===== config.mk =====
export PLATFORM = sky130hd
export DESIGN_NAME = multi_key_debounce
export DESIGN_NICKNAME = d
export VERILOG_FILES = /design/src/rtl/multi_key_debounce.sv
export SDC_FILE = /design/constraint.sdc
export NUM_CORES = 1
export LEC_CHECK = 0
export ABC_AREA = 1
export CORE_UTILIZATION = 44
export DETAILED_ROUTE_END_ITERATION = 16
export HOLD_SLACK_MARGIN = 0.02
export PLACE_DENSITY = 0.69
export SETUP_SLACK_MARGIN = 0.1
export SLEW_MARGIN = 20
export SYNTH_ARGS = -nofsm -noshare
export SYNTH_HDL_FRONTEND = slang
export SYNTH_SLANG_ARGS = --single-unit

===== constraint.sdc =====
create_clock -name clk -period 13 [get_ports clk]
set_clock_uncertainty 0.1 [all_clocks]
set_input_delay 2.6 -clock clk [delete_from_list [all_inputs] [get_ports clk]]
set_output_delay 2.6 -clock clk [all_outputs]
set_load 0.05 [all_outputs]

===== src/rtl/multi_key_debounce.sv =====
// Multi-channel push-button debouncer.
// Each channel synchronizes its raw input and runs a four-state debounce FSM.
// The FSM produces a registered level (key_state) and one-cycle press, release
// and long-press pulses.
module multi_key_debounce #(
  parameter int   N_KEYS          = 5,
  parameter int   DEBOUNCE_CYCLES = 1000000,
  parameter int   LONG_CYCLES     = 100000000,
  parameter logic PRESS_LEVEL     = 1'b0
) (
  input  logic              clk,
  input  logic              rst,
  input  logic [N_KEYS-1:0] key,
  output logic [N_KEYS-1:0] key_state,
  output logic [N_KEYS-1:0] key_press,
  output logic [N_KEYS-1:0] key_release,
  output logic [N_KEYS-1:0] key_long,
  output logic              key_any
);

  localparam int DW = (DEBOUNCE_CYCLES > 1) ? $clog2(DEBOUNCE_CYCLES) : 1;
  localparam int LW = (LONG_CYCLES > 1) ? $clog2(LONG_CYCLES) : 1;
  localparam logic [DW-1:0] DEB_MAX  = DW'(DEBOUNCE_CYCLES - 1);
  localparam logic [LW-1:0] LONG_MAX = LW'(LONG_CYCLES - 1);

  typedef enum logic [1:0] {
    RELEASED,
    PRESS_CHK,
    PRESSED,
    RELEASE_CHK
  } state_t;

  for (genvar i = 0; i < N_KEYS; i++) begin : g_chan
    logic          sync_meta, sync_q;
    logic          is_pressed;
    state_t        state, state_nx;
    logic [DW-1:0] deb_cnt, deb_cnt_nx;
    logic [LW-1:0] long_cnt, long_cnt_nx;
    logic          long_done, long_done_nx;
    logic          press_nx, release_nx, long_nx, level_nx;
    logic          level_q, press_q, release_q, long_q;

    assign is_pressed = (sync_q == PRESS_LEVEL);

    // Two-flop synchronizer; it idles at the released level during reset.
    always_ff @(posedge clk or posedge rst) begin
      if (rst) begin
        sync_meta <= ~PRESS_LEVEL;
        sync_q    <= ~PRESS_LEVEL;
      end else begin
        sync_meta <= key[i];
        sync_q    <= sync_meta;
      end
    end

    // State, counters and the registered outputs of this channel.
    always_ff @(posedge clk or posedge rst) begin
      if (rst) begin
        state     <= RELEASED;
        deb_cnt   <= '0;
        long_cnt  <= '0;
        long_done <= 1'b0;
        level_q   <= 1'b0;
        press_q   <= 1'b0;
        release_q <= 1'b0;
        long_q    <= 1'b0;
      end else begin
        state     <= state_nx;
        deb_cnt   <= deb_cnt_nx;
        long_cnt  <= long_cnt_nx;
        long_done <= long_done_nx;
        level_q   <= level_nx;
        press_q   <= press_nx;
        release_q <= release_nx;
        long_q    <= long_nx;
      end
    end

    // Next-state logic. The long-press timer keeps running through a release
    // bounce, so it is handled outside the case and only cleared on a fresh
    // press or when the release is accepted.
    always_comb begin
      state_nx     = state;
      deb_cnt_nx   = deb_cnt;
      long_cnt_nx  = long_cnt;
      long_done_nx = long_done;
      press_nx     = 1'b0;
      release_nx   = 1'b0;
      long_nx      = 1'b0;

      if (state == PRESSED || state == RELEASE_CHK) begin
        if (long_cnt == LONG_MAX) begin
          if (!long_done) begin
            long_nx      = 1'b1;
            long_done_nx = 1'b1;
          end
        end else begin
          long_cnt_nx = long_cnt + LW'(1);
        end
      end

      case (state)
        RELEASED: begin
          long_cnt_nx  = '0;
          long_done_nx = 1'b0;
          if (is_pressed) begin
            state_nx   = PRESS_CHK;
            deb_cnt_nx = '0;
          end
        end
        PRESS_CHK: begin
          if (!is_pressed) begin
            state_nx = RELEASED;
          end else if (deb_cnt == DEB_MAX) begin
            state_nx     = PRESSED;
            press_nx     = 1'b1;
            long_cnt_nx  = '0;
            long_done_nx = 1'b0;
          end else begin
            deb_cnt_nx = deb_cnt + DW'(1);
          end
        end
        PRESSED: begin
          if (!is_pressed) begin
            state_nx   = RELEASE_CHK;
            deb_cnt_nx = '0;
          end
        end
        RELEASE_CHK: begin
          if (is_pressed) begin
            state_nx = PRESSED;
          end else if (deb_cnt == DEB_MAX) begin
            state_nx     = RELEASED;
            release_nx   = 1'b1;
            long_cnt_nx  = '0;
            long_done_nx = 1'b0;
          end else begin
            deb_cnt_nx = deb_cnt + DW'(1);
          end
        end
        default: state_nx = RELEASED;
      endcase

      level_nx = (state_nx == PRESSED) || (state_nx == RELEASE_CHK);
    end

    assign key_state[i]   = level_q;
    assign key_press[i]   = press_q;
    assign key_release[i] = release_q;
    assign key_long[i]    = long_q;
  end

  assign key_any = |key_state;

endmodule

==> results of run 1 <==
-- cell families (layout without fill, tap and decap cells) --
family,Yosys count,count (layout),synth area share [%]
DFF,280,280,40.1
AOI/OAI and AO/OA,211,211,6.73
buffers and inverters,364,385,8.78
xor gates and xnor gates,75,75,3.75
and+or+nand+nor,1573,1573,40.0
adders and majority gates,10,10,0.714
-- final cells by class --
type	count	area, sq um
fill	3834	19800
clock buffer	48	1020
clock inverter	17	185
tap	518	648
sequential	280	7020
multi-input combinational	1869	8970
timing repair buffer	34	327
inverter	286	1080
-- flip-flops by register name (all words and copies together) (netlist names) --
name / flops
g_chan.press_q: 5
g_chan.sync_meta: 5
g_chan.state: 10
g_chan.long_done: 5
g_chan.long_cnt: 135
g_chan.release_q: 5
g_chan.deb_cnt: 100
g_chan.sync_q: 5
g_chan.level_q: 5
g_chan.long_q: 5
-- worst reg2reg max path: cells and delay by family (launching register included) --
family                   cells  cell delay, ps
flip-flops                   1             440
adder cells (fa/ha/maj)      1             300
buffers and inverters        1             290
AND/OR/NAND/NOR              6            1460
-- routing by layer --
metal / track usage [%] / vias up / part of all wire, %
li1: - / 8098 / -
met1: 27.4 / 7422 / 47
met2: 35.2 / 330 / 47
met3: 2.82 / 61 / 4.1
met4: 7.25 / 0 / 2.3
met5: 0 / - / 0
-- worst paths after layout --
path | from | endpoint | slack (ps) | cells after the start
max in group asynchronous | rst | g_chan[1].deb_cnt[14]$_DFFE_PP0P_ | 8720 | 3
worst min register to register | g_chan[0].sync_meta$_DFF_PP1_ | g_chan[0].sync_q$_DFF_PP1_ | 260 | 0
worst max-delay path | g_chan[3].level_q$_DFF_PP0_ | key_any | 8410 | 3
worst min-delay path | g_chan[0].sync_meta$_DFF_PP1_ | g_chan[0].sync_q$_DFF_PP1_ | 260 | 0
worst max register to register | g_chan[1].deb_cnt[0]$_DFFE_PP0P_ | g_chan[1].deb_cnt[10]$_DFFE_PP0P_ | 10280 | 8
min in group asynchronous | rst | g_chan[2].long_q$_DFF_PP0_ | 2560 | 2
-- metrics by stage --
step / power (uW) / hold slack [ps] / area, sq um
floorplan: 953 / 245 / 17500
global placement: 967 / 247 / 18000
detailed placement: 969 / 249 / 18000
CTS: 1980 / 257 / 19200
global route: 2020 / 260 / 19200
finish: 1950 / 255 / 19200
-- power by group through the flow --
stage	Clock, uW	Combinational [uW]	Sequential (uW)
4_1_cts	1030	60.4	894
3_5_place_dp	0	60.1	909
2_1_floorplan	0	50.1	903
3_3_place_gp	0	58.5	909
6_report	997	58.4	894
5_1_grt	1060	68.3	895
-- cells in the mapped netlist, types with 9 or more instances --
cell type  number  area share (%)
buf_1          10            0.21
clkbuf_1       11            0.24
nor2_1        373             8.0
dfrtp_1       270              39
nand3b_1       12            0.51
o21ai_0        88             2.5
a21oi_1        31            0.89
xor2_1         68             3.4
dfstp_2        10             1.5
buf_2          27            0.77
or2_2          16            0.57
nor2_4         10            0.64
nor3_1         99             2.8
nand2_1       686              15
nor2_2          9            0.32
o21bai_1       10            0.43
o21ai_1        52             1.5
inv_2          18            0.39
nand4_1       112             4.0
o31ai_1        19            0.81
nand3_1       208             5.9
ha_1           10            0.71
buf_4          23            0.99
inv_1         266             5.7
nor3_2         12            0.69
==> flow_summary.yaml, run 1 <==
placement:
  hpwl_mm: 29.4
  pre_cts_slack_ps: 7960
  place_inst: 2987
  io_buffers: 27
  gp_congestion: 0.923
yosys:
  ys.flop_type: "dfrtp_1"
  syn_nets: 2530
  synth_warnings: 0
  postSynthAreaPerCell_sq_um: 6.97
  synth-seq-cells: 280
  synth_edf_count: 0
  seq_area_frac_synth_pct: 40.1
  synth_area_sq_um: 17500
  netlist_instances: 2513
  async_flop_share_pct: 100
  synth.distinct_cells: 46
grt:
  grt-ovfl-total: 0
  grt_pass1_wl_mm: 72.0
  grt_pass1_vias: 15300
  grt_util_all_layers_pct: 20.9
  grt_max_degree: 134
  antenna_found_initial: 0
detailed_routing:
  num_vias: 15900
  wl_mm: 41.5
  final_antenna_net_count: 0
  drc: 0
  first_iter_violations: 947
  via_per_inst: 5.21
  first_pass_iters: 5
  wl_per_cell_microns: 13.6
finish:
  final_cell_mix: "nand2_1, nor2_1, dfrtp_1"
  finalNonFillerCells: 3052
  final_common_cell: "nand2_1"
  fin_util_pct: 49.3
  area_growth_pct: 9.80
  drive_gt1_share_pct: 6.87
  fin_nets: 2524
  antenna_cells: 0
sta:
  relSlewSlack_pct: 32.8
  tightest_slew_ps: 1010
  finalSetupViolCount: 0
  max_freq_mhz: 218
  period_minus_slack_ps: 4590
  fin_ws_ps: 8410
  rsz0062_at_grt: "no"
  slew_viol_final: 0
  hold_violations: 0
  fin_crit_sh_pct: 35.3
  finalSetupTns_ps: 0
worst_setup_path:
  critical_path.startpoint_type: "flop"
  path_delay_family: "buffers and inverters"
  cp.required_ps: 10300
  path_class: "reg -> out"
  crit_slowest_cell: "clkdlybuf4s50_1"
  slowest_delay_ps: 700
  critPathBufInv: 1
  crit_chain: "nor3_1 > nand2_1 > clkdlybuf4s50_1"
  crit_fanout: 2
  end_kind: "output port"
  worstPathArrival_ps: 1890
floorplan:
  die_w_microns: 202
  ios: 28
  core_area_sq_um: 39000
  die-height_microns: 202
  start_util_pct: 44.9
  rows: 72
  dieArea_sq_um: 40600
cts:
  cts_buffers: 36
  post-cts-setup-buffer-count: 0
  ctsHtreeMaxLevel: 2
  insertion_delay_ps: 550
  cts_resized: 0
  clk_path_buf_depth: 3
  clkTransAtPathRegs_ps: 60
  holdBufCountCts: 0
  cts_tree: "built"
  clock-sinks: 280
  root_buffer: "clkbuf_16"
pwr:
  ir_worst_vdd_mv: 0.0945
  p_sw_share_pct: 23.6
  p_switching_uw: 460
  leakage_uw: 0.00775
  power.internal_uw: 1490
  combPwrFrac_pct: 3.0
  pwr-share-seq_pct: 45.9
  power_frac_clock_pct: 51.1
  powerDensity_nw_per_um2: 101
job:
  cap_viol_max_count: 0
min_path:
  hp-class: "reg -> reg"
run_status:
  status: "completed"
Note: power is estimated with default switching activity, not from simulation.
==> run 2, diff against run 1 <==
--- a/config.mk
+++ b/config.mk
@@ -9,7 +9,7 @@
 export CORE_UTILIZATION = 44
 export DETAILED_ROUTE_END_ITERATION = 16
 export HOLD_SLACK_MARGIN = 0.02
-export PLACE_DENSITY = 0.69
+export PLACE_DENSITY = 0.72
 export SETUP_SLACK_MARGIN = 0.1
 export SLEW_MARGIN = 20
 export SYNTH_ARGS = -nofsm -noshare
==> constraint.sdc (replaced) <==
create_clock -name clk -period 4 [get_ports clk]
set_clock_uncertainty 0.1 [all_clocks]
set_input_delay 0.8 -clock clk [delete_from_list [all_inputs] [get_ports clk]]
set_output_delay 0.8 -clock clk [all_outputs]
set_load 0.05 [all_outputs]
==> run 2 against run 1 <==
Routed wire length is 0.65% higher. Final cell count is essentially flat. Combinational power rose to 3.5 times the previous value. Utilization is 0.061 points higher. Critical path depth unchanged. First-iteration DRC count up 22%. Die area unchanged. Non-clock buffer count is 6 higher. Total power rose to 3.2 times the previous value. Critical path type unchanged. Largest cell class unchanged. Largest power group unchanged. Highest routed layer unchanged.
==> flow_summary.yaml, run 2 (synthesis gave the netlist of run 1 again) <==
placement:
  place_area_sq_um: 18100
  hpwl_mm: 30.2
  gp_congestion: 0.947
  io_buffers: 27
grt:
  grt_util_all_layers_pct: 20.8
  grt_max_degree: 77
  grt_pass1_vias: 15200
  antenna_found_initial: 0
  grt_pass1_wl_mm: 71.6
  grt-ovfl-total: 0
floorplan:
  rows: 72
  die-height_microns: 202
  ios: 28
  die_w_microns: 202
  core_area_sq_um: 39000
  start_util_pct: 44.9
  dieArea_sq_um: 40600
cts:
  root_buffer: "clkbuf_16"
  cts_resized: 0
  cts_tree: "built"
  clk_path_buf_depth: 3
  post-cts-setup-buffer-count: 0
  clkTransAtPathRegs_ps: 60
  clock-sinks: 280
  holdBufCountCts: 0
  cts_buffers: 34
  insertion_delay_ps: 520
  ctsHtreeMaxLevel: 2
detailed_routing:
  highest_layer: "met4"
  wl_met3_mm: 2.01
  first_pass_iters: 6
  num_vias: 16000
  final_antenna_net_count: 0
  wl_per_cell_microns: 13.7
  first_iter_violations: 1155
  via_per_inst: 5.24
  wl_met2_mm: 19.5
  drc: 0
  wl_met1_mm: 19.1
  wl_mm: 41.7
pwr:
  leakage_uw: 0.00778
  powerDensity_nw_per_um2: 326
  ir_worst_vdd_mv: 0.236
worst_setup_path:
  crit_chain: "nor3_1 > nand2_1 > clkdlybuf4s50_1"
  critical_path.startpoint_type: "flop"
  path_delay_family: "buffers and inverters"
  worstPathArrival_ps: 1920
  path_class: "reg -> out"
  critPathBufInv: 1
  crit_fanout: 2
  crit_slowest_cell: "clkdlybuf4s50_1"
  cp.required_ps: 3100
  slowest_delay_ps: 750
  end_kind: "output port"
finish:
  layout.area.seq_sq_um: 7020
  fin_nets: 2528
  final_cell_mix: "nand2_1, nor2_1, dfrtp_1"
  final_common_cell: "nand2_1"
  largest-register: "g_chan.long_cnt"
  fin_area_sq_um: 19300
  drive_gt1_share_pct: 6.86
  antenna_cells: 0
  largest_reg_flops: 135
  reg_top3: "g_chan.long_cnt: 135 flops, g_chan.deb_cnt: 100 flops, g_chan.state: 10 flops"
  multi_input_area_sq_um: 8970
  fillers: 3802
  area_growth_pct: 9.94
sta:
  max_freq_mhz: 355
  holdWs_ps: 255
  slew_viol_final: 0
  tightest_slew_ps: 1040
  relSlewSlack_pct: 30.7
  rsz0062_at_grt: "no"
  fin_crit_sh_pct: 70.5
  finalSetupViolCount: 0
  period_minus_slack_ps: 2820
  hold_violations: 0
run_status:
  status: "completed"
min_path:
  hp-class: "reg -> reg"
job:
  cap_viol_max_count: 0
run 2: routing by layer:
metal | track usage [%] | vias to the layer above
met2 | 34.8 | 371
met1 | 27.3 | 7454
li1 | - | 8098
met3 | 3.21 | 82
met4 | 7.28 | 0
met5 | 0 | -
run 2: through the flow:
| step | TNS (ps) | std cells | worst slack, ps | util, % | total power (uW) |
|---|---|---|---|---|---|
| after detailed placement | 0 | 2993 | 1510 | 46.4 | 3160 |
| after global placement | 0 | 2993 | 1600 | 46.4 | 3150 |
| final | 0 | 3053 | 1180 | 49.4 | 6280 |
| after floorplan | -161770 | 2513 | -599 | - | 3100 |
| after global routing | 0 | 3053 | 1080 | 49.4 | 6500 |
| after CTS | 0 | 3053 | 1110 | 49.4 | 6380 |
run 2: area by class of cell:
cell class	instances	share of cell area, %
multi-input combinational	1869	46.5
timing repair buffer	40	2.04
tap	518	3.36
clock inverter	9	0.656
clock buffer	51	5.38
inverter	286	5.59
sequential	280	36.4
run 2: worst paths after layout:
path | from | to | slack (ps) | cells after the start
setup / recovery | g_chan[3].level_q$_DFF_PP0_ | key_any | 1180 | 3
hold / removal | g_chan[0].sync_meta$_DFF_PP1_ | g_chan[0].sync_q$_DFF_PP1_ | 260 | 0
setup reg to reg | g_chan[4].deb_cnt[0]$_DFFE_PP0P_ | g_chan[4].long_cnt[17]$_DFF_PP0_ | 1480 | 6
hold reg to reg | g_chan[0].sync_meta$_DFF_PP1_ | g_chan[0].sync_q$_DFF_PP1_ | 260 | 0
max in group asynchronous | rst | g_chan[1].sync_q$_DFF_PP1_ | 2220 | 3
min in group asynchronous | rst | g_chan[3].long_cnt[23]$_DFF_PP0_ | 640 | 2
run 2: report_power, final:
part / internal [uW] / switching, uW / total, uW
registers: 2860 / 35.0 / 2900
logic: 46.2 / 156 / 202
clock network: 1980 / 1200 / 3180
total: 4890 / 1390 / 6280
==> run 3, diff against run 2 <==
==> constraint.sdc (replaced) <==
create_clock -name clk -period 2.4 [get_ports clk]
set_clock_uncertainty 0.1 [all_clocks]
set_input_delay 0.48 -clock clk [delete_from_list [all_inputs] [get_ports clk]]
set_output_delay 0.48 -clock clk [all_outputs]
set_load 0.05 [all_outputs]
==> run 3 against run 2 <==
Total power increased by 71%. Clock power up 75%. Count of clock-buffer cells in the layout down 3. Via count increased by 1.0%. Sequential share of layout area is 0.49 points lower. Critical path depth fell by 2. Largest power group unchanged.
==> flow_summary.yaml, run 3 (synthesis gave the netlist of run 1 again) <==
finish:
  finalNonFillerCells: 3078
  fin_nets: 2549
  largest-register: "g_chan.long_cnt"
  fillers: 3773
  final_common_cell: "nand2_1"
  largest_reg_flops: 135
  reg_top3: "g_chan.long_cnt: 135 flops, g_chan.deb_cnt: 100 flops, g_chan.state: 10 flops"
  antenna_cells: 0
  area_growth_pct: 11.4
  drive_gt1_share_pct: 7.89
  final_cell_mix: "nand2_1, nor2_1, dfrtp_1"
sta:
  slew_viol_final: 0
  holdWs_ps: 251
  finalSetupViolCount: 0
  fin_crit_sh_pct: 93.5
  period_minus_slack_ps: 2240
  max_freq_mhz: 446
  hold_violations: 0
  relSlewSlack_pct: 57.5
  tightest_slew_ps: 632
  rsz0062_at_grt: "yes"
  finalSetupTns_ps: 0
floorplan:
  rows: 72
  die_w_microns: 202
  dieArea_sq_um: 40600
  die-height_microns: 202
  core_area_sq_um: 39000
  ios: 28
  start_util_pct: 44.9
worst_setup_path:
  critPathBufInv: 1
  path_class: "reg -> out"
  reg2reg_from: "g_chan[2].deb_cnt[0]$_DFFE_PP0P_"
  r2r_cells: 9
  r2r_end: "g_chan[2].long_cnt[1]$_DFF_PP0_"
  end_kind: "output port"
  crit_fanout: 1
  path_delay_family: "buffers and inverters"
  critical_path.startpoint_type: "flop"
  cp.required_ps: 1820
  r2r_slack_ps: 280
  slowest_delay_ps: 790
  worstPathArrival_ps: 1660
  crit_chain: "clkdlybuf4s50_1"
  crit_slowest_cell: "clkdlybuf4s50_1"
detailed_routing:
  via_per_inst: 5.25
  wl_per_cell_microns: 13.5
  first_iter_violations: 1263
  drc: 0
  first_pass_iters: 7
  num_vias: 16200
  wl_mm: 41.6
  final_antenna_net_count: 0
grt:
  grt_pass1_vias: 15200
  grt-ovfl-total: 0
  antenna_found_initial: 0
  grt_pass1_wl_mm: 71.5
  grt_max_degree: 103
  grt_util_all_layers_pct: 20.8
pwr:
  powerDensity_nw_per_um2: 550
  leakage_uw: 0.00799
  ir_worst_vdd_mv: 0.398
cts:
  ctsHtreeMaxLevel: 2
  holdBufCountCts: 0
  clkTransAtPathRegs_ps: 60
  root_buffer: "clkbuf_16"
  cts_tree: "built"
  clock-sinks: 280
  insertion_delay_ps: 550
  clk_path_buf_depth: 3
  cts_buffers: 36
job:
  cap_viol_max_count: 0
placement:
  hpwl_mm: 30.6
  gp_congestion: 0.962
  place_inst: 3010
  io_buffers: 27
min_path:
  hold_depth: 0
  hp-class: "reg -> reg"
  min_to: "g_chan[2].sync_q$_DFF_PP1_"
  hold_start: "g_chan[2].sync_meta$_DFF_PP1_"
run_status:
  status: "completed"
run 3: cell count changes in the layout (fill, tap and decap cells not counted), sizes merged:
| cell | previous run | this run |
|---|---|---|
| buf | 13 | 34 |
| bufinv | 3 | 4 |
| inv | 284 | 285 |
| clkdlybuf4s50 | 27 | 17 |
| dlymetal6s2s | 0 | 2 |
| clkinvlp | 2 | 3 |
| dlygate4sd2 | 0 | 6 |
| clkinv | 6 | 12 |
| clkbuf | 51 | 48 |
run 3: worst max-delay path by stage:
stage | start | endpoint | slack [ps] | cells after the start
floorplan | rst | g_chan[0].deb_cnt[0]$_DFFE_PP0P_ | -1880 | 1
global placement | g_chan[1].deb_cnt[0]$_DFFE_PP0P_ | g_chan[1].long_cnt[8]$_DFF_PP0_ | 290 | 7
detailed placement | g_chan[1].deb_cnt[0]$_DFFE_PP0P_ | g_chan[1].long_cnt[13]$_DFF_PP0_ | 200 | 7
CTS | g_chan[1].press_q$_DFF_PP0_ | key_press[1] | 100 | 1
global route | g_chan[1].deb_cnt[0]$_DFFE_PP0P_ | g_chan[1].deb_cnt[9]$_DFFE_PP0P_ | 80 | 9
finish | g_chan[4].press_q$_DFF_PP0_ | key_press[4] | 160 | 1
run 3: per-layer routing:
metal | vias up | GRT usage (%) | part of all wire (%) | wire, microns
met3 | 70 | 3.06 | 4.9 | 2040
met5 | - | 0 | 0 | 0
li1 | 8160 | - | - | -
met2 | 405 | 35.0 | 48 | 19800
met4 | 0 | 7.39 | 2.3 | 968
met1 | 7537 | 27.2 | 45 | 18800
run 3: what timing repair did:
action                                  in CTS  in global routing
gates resized for setup                      6                  7
setup buffers                                0                  2
pin swaps                                    0                  1
endpoints found under the setup margin       6                 64
run 3: where the power goes:
group	total [uW]	switching (uW)	internal, uW
registers	4820	47.4	4770
clock network	5550	2120	3430
logic	373	273	100
total	10700	2440	8300
run 3: through the flow:
step	cell area, sq um	total power, uW	utilization, %	setup slack [ps]
finish	19500	10700	50.1	157
global route	19500	11200	50.1	76.0
CTS	19500	10900	49.9	102
detailed placement	18300	5280	46.8	197
global placement	18300	5270	46.8	292
floorplan	17500	5160	-	-1880
run 3: layout make-up:
type                       instances  area, sq um  share of cell area [%]
multi-input combinational       1869         8990                    46.0
clock inverter                    18          214                    1.10
sequential                       280         7020                    35.9
tap                              518          648                    3.32
timing repair buffer              59          566                    2.90
inverter                         286         1080                    5.53
clock buffer                      48         1020                    5.21
